[src/rtl/seq_divider.sv]
// seq_divider: multi-cycle restoring divider for the multdiv path.
// Produces one quotient bit per clock on a 2*WIDTH-bit remainder/quotient
// register. The register shifts left each step and the divisor is
// trial-subtracted from its upper part.
// A start/busy/ready handshake faces the pipeline stall logic.
// div_by_zero feeds the exception path.
// Optional feature macro: DIV_SIGNED_EN. When it is defined, operands are
// signed two's-complement (truncating division). When it is undefined,
// operands are unsigned.
module seq_divider #(
    parameter int WIDTH = 32
) (
    input  logic             clk,
    input  logic             clr_n,
    input  logic             start,
    input  logic [WIDTH-1:0] dividend,
    input  logic [WIDTH-1:0] divisor,
    output logic [WIDTH-1:0] quotient,
    output logic [WIDTH-1:0] remainder,
    output logic             busy,
    output logic             ready,
    output logic             div_by_zero
);

    localparam int            CW   = $clog2(WIDTH);
    localparam logic [CW-1:0] LAST = CW'(WIDTH - 1);

    typedef enum logic [1:0] {
        IDLE = 2'd0,
        RUN  = 2'd1,
        DONE = 2'd2
    } state_t;

    state_t             state;
    state_t             state_next;

    // Upper half holds the partial remainder.
    // Lower half holds the dividend bits still to be consumed and the
    // quotient bits produced so far.
    logic [2*WIDTH-1:0] work;
    logic [2*WIDTH-1:0] work_step;
    logic [WIDTH:0]     div_mag;
    logic [WIDTH:0]     trial;
    logic [CW-1:0]      count;

    // A zero divisor was accepted.
    // The exception result is posted one edge later.
    logic               zero_pend;

    logic               accept;
    logic               divisor_zero;
    logic               last_iter;
    logic [WIDTH:0]     dividend_mag;
    logic [WIDTH:0]     divisor_mag;
    logic [WIDTH:0]     load_val;
    logic [WIDTH-1:0]   q_fix;
    logic [WIDTH-1:0]   r_fix;

`ifdef DIV_SIGNED_EN
    logic               neg_quot;
    logic               neg_rem;
    logic [WIDTH:0]     dividend_ext;
    logic [WIDTH:0]     divisor_ext;
`endif

    assign divisor_zero = (divisor == '0);
    assign accept       = start && (state != RUN) && !zero_pend;
    assign last_iter    = (state == RUN) && (count == LAST);
    assign busy         = (state == RUN);
    assign ready        = (state == DONE);

`ifdef DIV_SIGNED_EN
    // Take magnitudes in WIDTH+1 bits so the most-negative operand cannot overflow.
    always_comb begin
        dividend_ext = {dividend[WIDTH-1], dividend};
        divisor_ext  = {divisor[WIDTH-1], divisor};
        dividend_mag = dividend_ext;
        divisor_mag  = divisor_ext;
        if (dividend[WIDTH-1]) begin
            dividend_mag = -dividend_ext;
        end
        if (divisor[WIDTH-1]) begin
            divisor_mag = -divisor_ext;
        end
    end
`else
    // Unsigned operands are their own magnitudes.
    always_comb begin
        dividend_mag = {1'b0, dividend};
        divisor_mag  = {1'b0, divisor};
    end
`endif

    // A zero divisor keeps the raw dividend so it can be returned as the remainder.
    always_comb begin
        load_val = dividend_mag;
        if (divisor_zero) begin
            load_val = {1'b0, dividend};
        end
    end

    // One restoring step: shift left, then trial-subtract the divisor from the upper WIDTH+1 bits.
    always_comb begin
        trial     = work[2*WIDTH-1:WIDTH-1] - div_mag;
        work_step = {work[2*WIDTH-2:0], 1'b0};
        if (!trial[WIDTH]) begin
            work_step = {trial[WIDTH-1:0], work[WIDTH-2:0], 1'b1};
        end
    end

    // Sign fix-up on the final step's result.
    always_comb begin
        q_fix = work_step[WIDTH-1:0];
        r_fix = work_step[2*WIDTH-1:WIDTH];
`ifdef DIV_SIGNED_EN
        if (neg_quot) begin
            q_fix = ~work_step[WIDTH-1:0] + 1'b1;
        end
        if (neg_rem) begin
            r_fix = ~work_step[2*WIDTH-1:WIDTH] + 1'b1;
        end
`endif
    end

    // State register.
    always_ff @(posedge clk or negedge clr_n) begin
        if (!clr_n) begin
            state <= IDLE;
        end else begin
            state <= state_next;
        end
    end

    // Next-state logic.
    // A zero divisor parks in IDLE for one edge, then reports from DONE.
    always_comb begin
        state_next = state;
        case (state)
            IDLE: begin
                if (zero_pend) begin
                    state_next = DONE;
                end else if (accept) begin
                    state_next = divisor_zero ? IDLE : RUN;
                end
            end
            RUN: begin
                if (last_iter) begin
                    state_next = DONE;
                end
            end
            DONE: begin
                if (accept) begin
                    state_next = divisor_zero ? IDLE : RUN;
                end else begin
                    state_next = IDLE;
                end
            end
            default: begin
                state_next = IDLE;
            end
        endcase
    end

    // Datapath: load on accept, iterate while running, publish results on completion.
    always_ff @(posedge clk or negedge clr_n) begin
        if (!clr_n) begin
            work        <= '0;
            div_mag     <= '0;
            count       <= '0;
            zero_pend   <= 1'b0;
            quotient    <= '0;
            remainder   <= '0;
            div_by_zero <= 1'b0;
`ifdef DIV_SIGNED_EN
            neg_quot    <= 1'b0;
            neg_rem     <= 1'b0;
`endif
        end else if (accept) begin
            work        <= {{(WIDTH-1){1'b0}}, load_val};
            div_mag     <= divisor_mag;
            count       <= '0;
            zero_pend   <= divisor_zero;
            div_by_zero <= 1'b0;
`ifdef DIV_SIGNED_EN
            neg_quot    <= dividend[WIDTH-1] ^ divisor[WIDTH-1];
            neg_rem     <= dividend[WIDTH-1];
`endif
        end else if (state == RUN) begin
            work  <= work_step;
            count <= count + 1'b1;
            if (last_iter) begin
                quotient  <= q_fix;
                remainder <= r_fix;
            end
        end else if (zero_pend) begin
            zero_pend   <= 1'b0;
            quotient    <= '1;
            remainder   <= work[WIDTH-1:0];
            div_by_zero <= 1'b1;
        end
    end

endmodule

[config.mk]
export PLATFORM = sky130hd
export DESIGN_NAME = seq_divider
export DESIGN_NICKNAME = d
export VERILOG_FILES = /design/src/rtl/seq_divider.sv
export SDC_FILE = /design/constraint.sdc
export NUM_CORES = 1
export LEC_CHECK = 0
export BUFFER_PORTS_ARGS = -buffer_cell sky130_fd_sc_hd__buf_2
export CORE_AREA = 2 2 128 143
export CTS_CLUSTER_DIAMETER = 60
export DETAILED_ROUTE_END_ITERATION = 6
export DIE_AREA = 0 0 130 145
export PLACE_DENSITY = 0.83
export SYNTH_ARGS = -nofsm -noshare
export SYNTH_HDL_FRONTEND = slang
export SYNTH_SLANG_ARGS = --single-unit
[constraint.sdc]
create_clock -name clk -period 3.1 [get_ports clk]
set_clock_uncertainty 0.1 [all_clocks]
set_input_delay 0.155 -clock clk [delete_from_list [all_inputs] [get_ports clk]]
set_output_delay 0.155 -clock clk [all_outputs]
set_load 0.01 [all_outputs]
==> impl_results.md <==
* Post-route insts no fill at 1425
* Number of synthesized flops with an enable pin at 0
* Async SR Flop Fraction at 100%
* Residual DRC at 0
* Final #Nets at 1277
* Setup_tns at -326 ps
* Crit path depth at 11
* Slew Limit Headroom at 44.6%
* Core Util, Final at 66.8%
* Vias in the first global route at 8165
* Arr. time, crit path at 3400 ps
* Initial antenna violation count at 0
* Die area at 18900 sq um
* Critical path class: flop to flop
* Router iterations before antenna repair at 5
* Most frequent cells in the layout: dfrtp_1, nand2_1, buf_2
* Wire length per cell at 18.6 microns
* GRT Overall Usage at 28.2%
* DR vias/cell at 5.87
* Drt total wl at 26600 microns
* RSZ-0062 raised after global routing: yes
* Initial DRC count at 746
* Worst Hold Class: input pin to async pin
* Global-route wire length before repair at 42100 microns
* Pwr Total at 16.6 mW
* Longest Clk Path Bufs at 2
* Worst skew pair latency at 440 ps
* CP Data Required Time at 3320 ps
* Nature of the critical path startpoint: flop
* Worst hold margin at 232 ps
* Clk root buf: clkbuf_16
* Proportion of synthesized area in mux cells at 3.63%
* Final ANT Viol Nets at 0
* Max Cap Viol at 0
* Fin crit period at 3180 ps
* Power Dens Cells at 1430 nW/um^2
* Adder-Cell Fraction of Synth Area at 4.99%
* Pins Over Slew Limit at 0
* Cell Area, Synth at 8930 sq um
* Syn nets at 1056
* Antenna diodes at 0
* Crit path buffers/inverters at 1
* H-tree lvl count at 4
* GPL Wtd Cong at 0.912
* CP Max Fanout at 16
* Critical Path, Cell by Cell: ha_1 > and4_4 > o2111ai_1 > a21o_1 > a2111o_1 > a21oi_2 > a31oi_1 > and2_4 > buf_12 > and3_4 > o32a_1
* Die Height at 145 microns
* Count of input and output buffers at 133
* Max Clk Rate at 315 MHz
* Num CTS Buffers at 17
* Kind of cell adding the most delay to the critical path: compound AO/OA/AOI/OAI gates
* Tcrit/Tclk final at 102%
* Simple-Gate Fraction of Synth Area at 14.0%
* Register area at 4230 sq um
* Synth Area in Compound Gates at 22.2%
* Grt ovf at 0
* Crit path max-delay cell type: a2111o_1
* Initial Utilization at 51.2%
* Post-Synth XOR/XNOR Area at 3.04%
* Synthesis Warnings at 0
* Leak at 5.62 nW
* Post-synthesis sequential area ratio at 47.4%
* DPL Wire Length at 17700 microns
* Worst reg2reg path depth at 11
* DP Area at 10100 sq um
* Flops & latches, synth at 169
* Final Hold Viols at 0
* CP Capture Type: flop
* Syn Inst Count at 954
* Distinct cells, synth at 64
* DR vias at 8361
* Largest net degree at the start of global routing at 130
* Outcome: finished with violations
* Die X at 130 microns
* Final instance area at 11600 sq um
* Fraction of layout cells with a size suffix above 1 at 23.3%
* Dpl cells at 1325
* Commonest non-fill, non-tap cell in the layout: dfrtp_1
* Largest family of logic cells by synthesized area: compound AO/OA/AOI/OAI gates
* VDD IR max at 686 uV
* Area grow syn2layout at 30.4%
* Multi-input gate area at 4520 sq um
* Most common flop cell mapped by yosys: dfrtp_1
* Num Clock Sinks at 169
* Std cell rows at 51
* CTS tree: done
* Core ar. at 17400 sq um
* Fillers at 1302
* Fin worst setup slack at -76.6 ps
* IO Pins at 134
* Worst slew pin tran at 831 ps
* Final setup viols at 13
* Max incr delay on CP at 460 ps
* Post-placement worst setup slack at -187 ps
* Failing checks: negative setup slack
* Clk slew on worst S/H paths at 70 ps
* Mean Syn Cell Area at 9.36 sq um
## power by group
| part | total (mW) | internal, mW | switching (mW) |
|---|---|---|---|
| Clock | 2.06 | 1.13 | 0.929 |
| Sequential | 4.23 | 3.33 | 0.899 |
| Combinational | 10.3 | 4.51 | 5.82 |
| Total | 16.6 | 8.97 | 7.65 |
## Yosys cell counts, types with 7 or more instances
cell type | count | area [sq um]
a31oi_1 | 31 | 194
inv_1 | 41 | 154
dfrtp_1 | 169 | 4230
buf_1 | 9 | 33.8
ha_1 | 34 | 425
nand2b_1 | 7 | 43.8
nand3_1 | 25 | 125
mux2i_1 | 29 | 290
nor4_1 | 8 | 50.1
nor3_1 | 9 | 45.0
a32oi_1 | 7 | 61.3
clkbuf_1 | 42 | 158
o21ai_0 | 80 | 400
a21o_1 | 28 | 210
a21oi_1 | 57 | 285
nor2_1 | 41 | 154
xor2_1 | 17 | 149
xnor2_1 | 14 | 123
o22a_1 | 32 | 280
nand2_1 | 163 | 612
## registers in the layout, indices dropped and copies added, names as in the netlist
register,flops
quotient,32
work,64
state,2
div_mag,32
div_by_zero,1
remainder,32
zero_pend,1
count,5
## final timing paths
check	startpoint	end	slack (ps)
setup reg to reg	work[43]	remainder[16]	-80
max in group asynchronous	clr_n	div_mag[18]	1830
hold / removal	clr_n	quotient[6]	230
setup / recovery	work[43]	remainder[16]	-80
min in group clk	dividend[28]	work[28]	350
hold reg to reg	state[1]	state[1]	370
## timing repair
action / in CTS / in global routing
pin swaps: 5 / 17
setup buffers: 0 / 3
endpoints found under the setup margin: 46 / 56
endpoints found under the hold margin: 150 / 0
hold buffers: 66 / 0
gates resized for setup: 13 / 49
## logic make-up (layout without fill, tap and decap cells)
| family | Yosys count | in the layout |
|---|---|---|
| flops | 169 | 169 |
| mux | 32 | 32 |
| fa+ha+maj | 35 | 35 |
| simple gates | 285 | 285 |
| compound gates | 300 | 300 |
| xor+xnor | 31 | 31 |
| buf+inv | 102 | 335 |
## metal layers
layer,global-route usage (%),part of all wire (%)
met1,39.8,42
met2,43.3,48
met3,5.68,8.0
met4,10.3,2.3
met5,0,0
## worst reg2reg max path, stage by stage, from the launching register on
cell	delay, ps
dfrtp_1	410
ha_1	380
and4_4	260
o2111ai_1	110
a21o_1	210
a2111o_1	460
a21oi_2	140
a31oi_1	120
and2_4	210
buf_12	150
and3_4	170
o32a_1	340
## area by class of cell
| class | count | area share, % |
|---|---|---|
| sequential | 169 | 36.4 |
| clock inverter | 13 | 1.02 |
| timing repair buffer | 263 | 16.2 |
| clock buffer | 18 | 3.77 |
| tap | 238 | 2.56 |
| inverter | 41 | 1.32 |
| multi-input combinational | 683 | 38.8 |
Power figures use the tool's default switching activity.
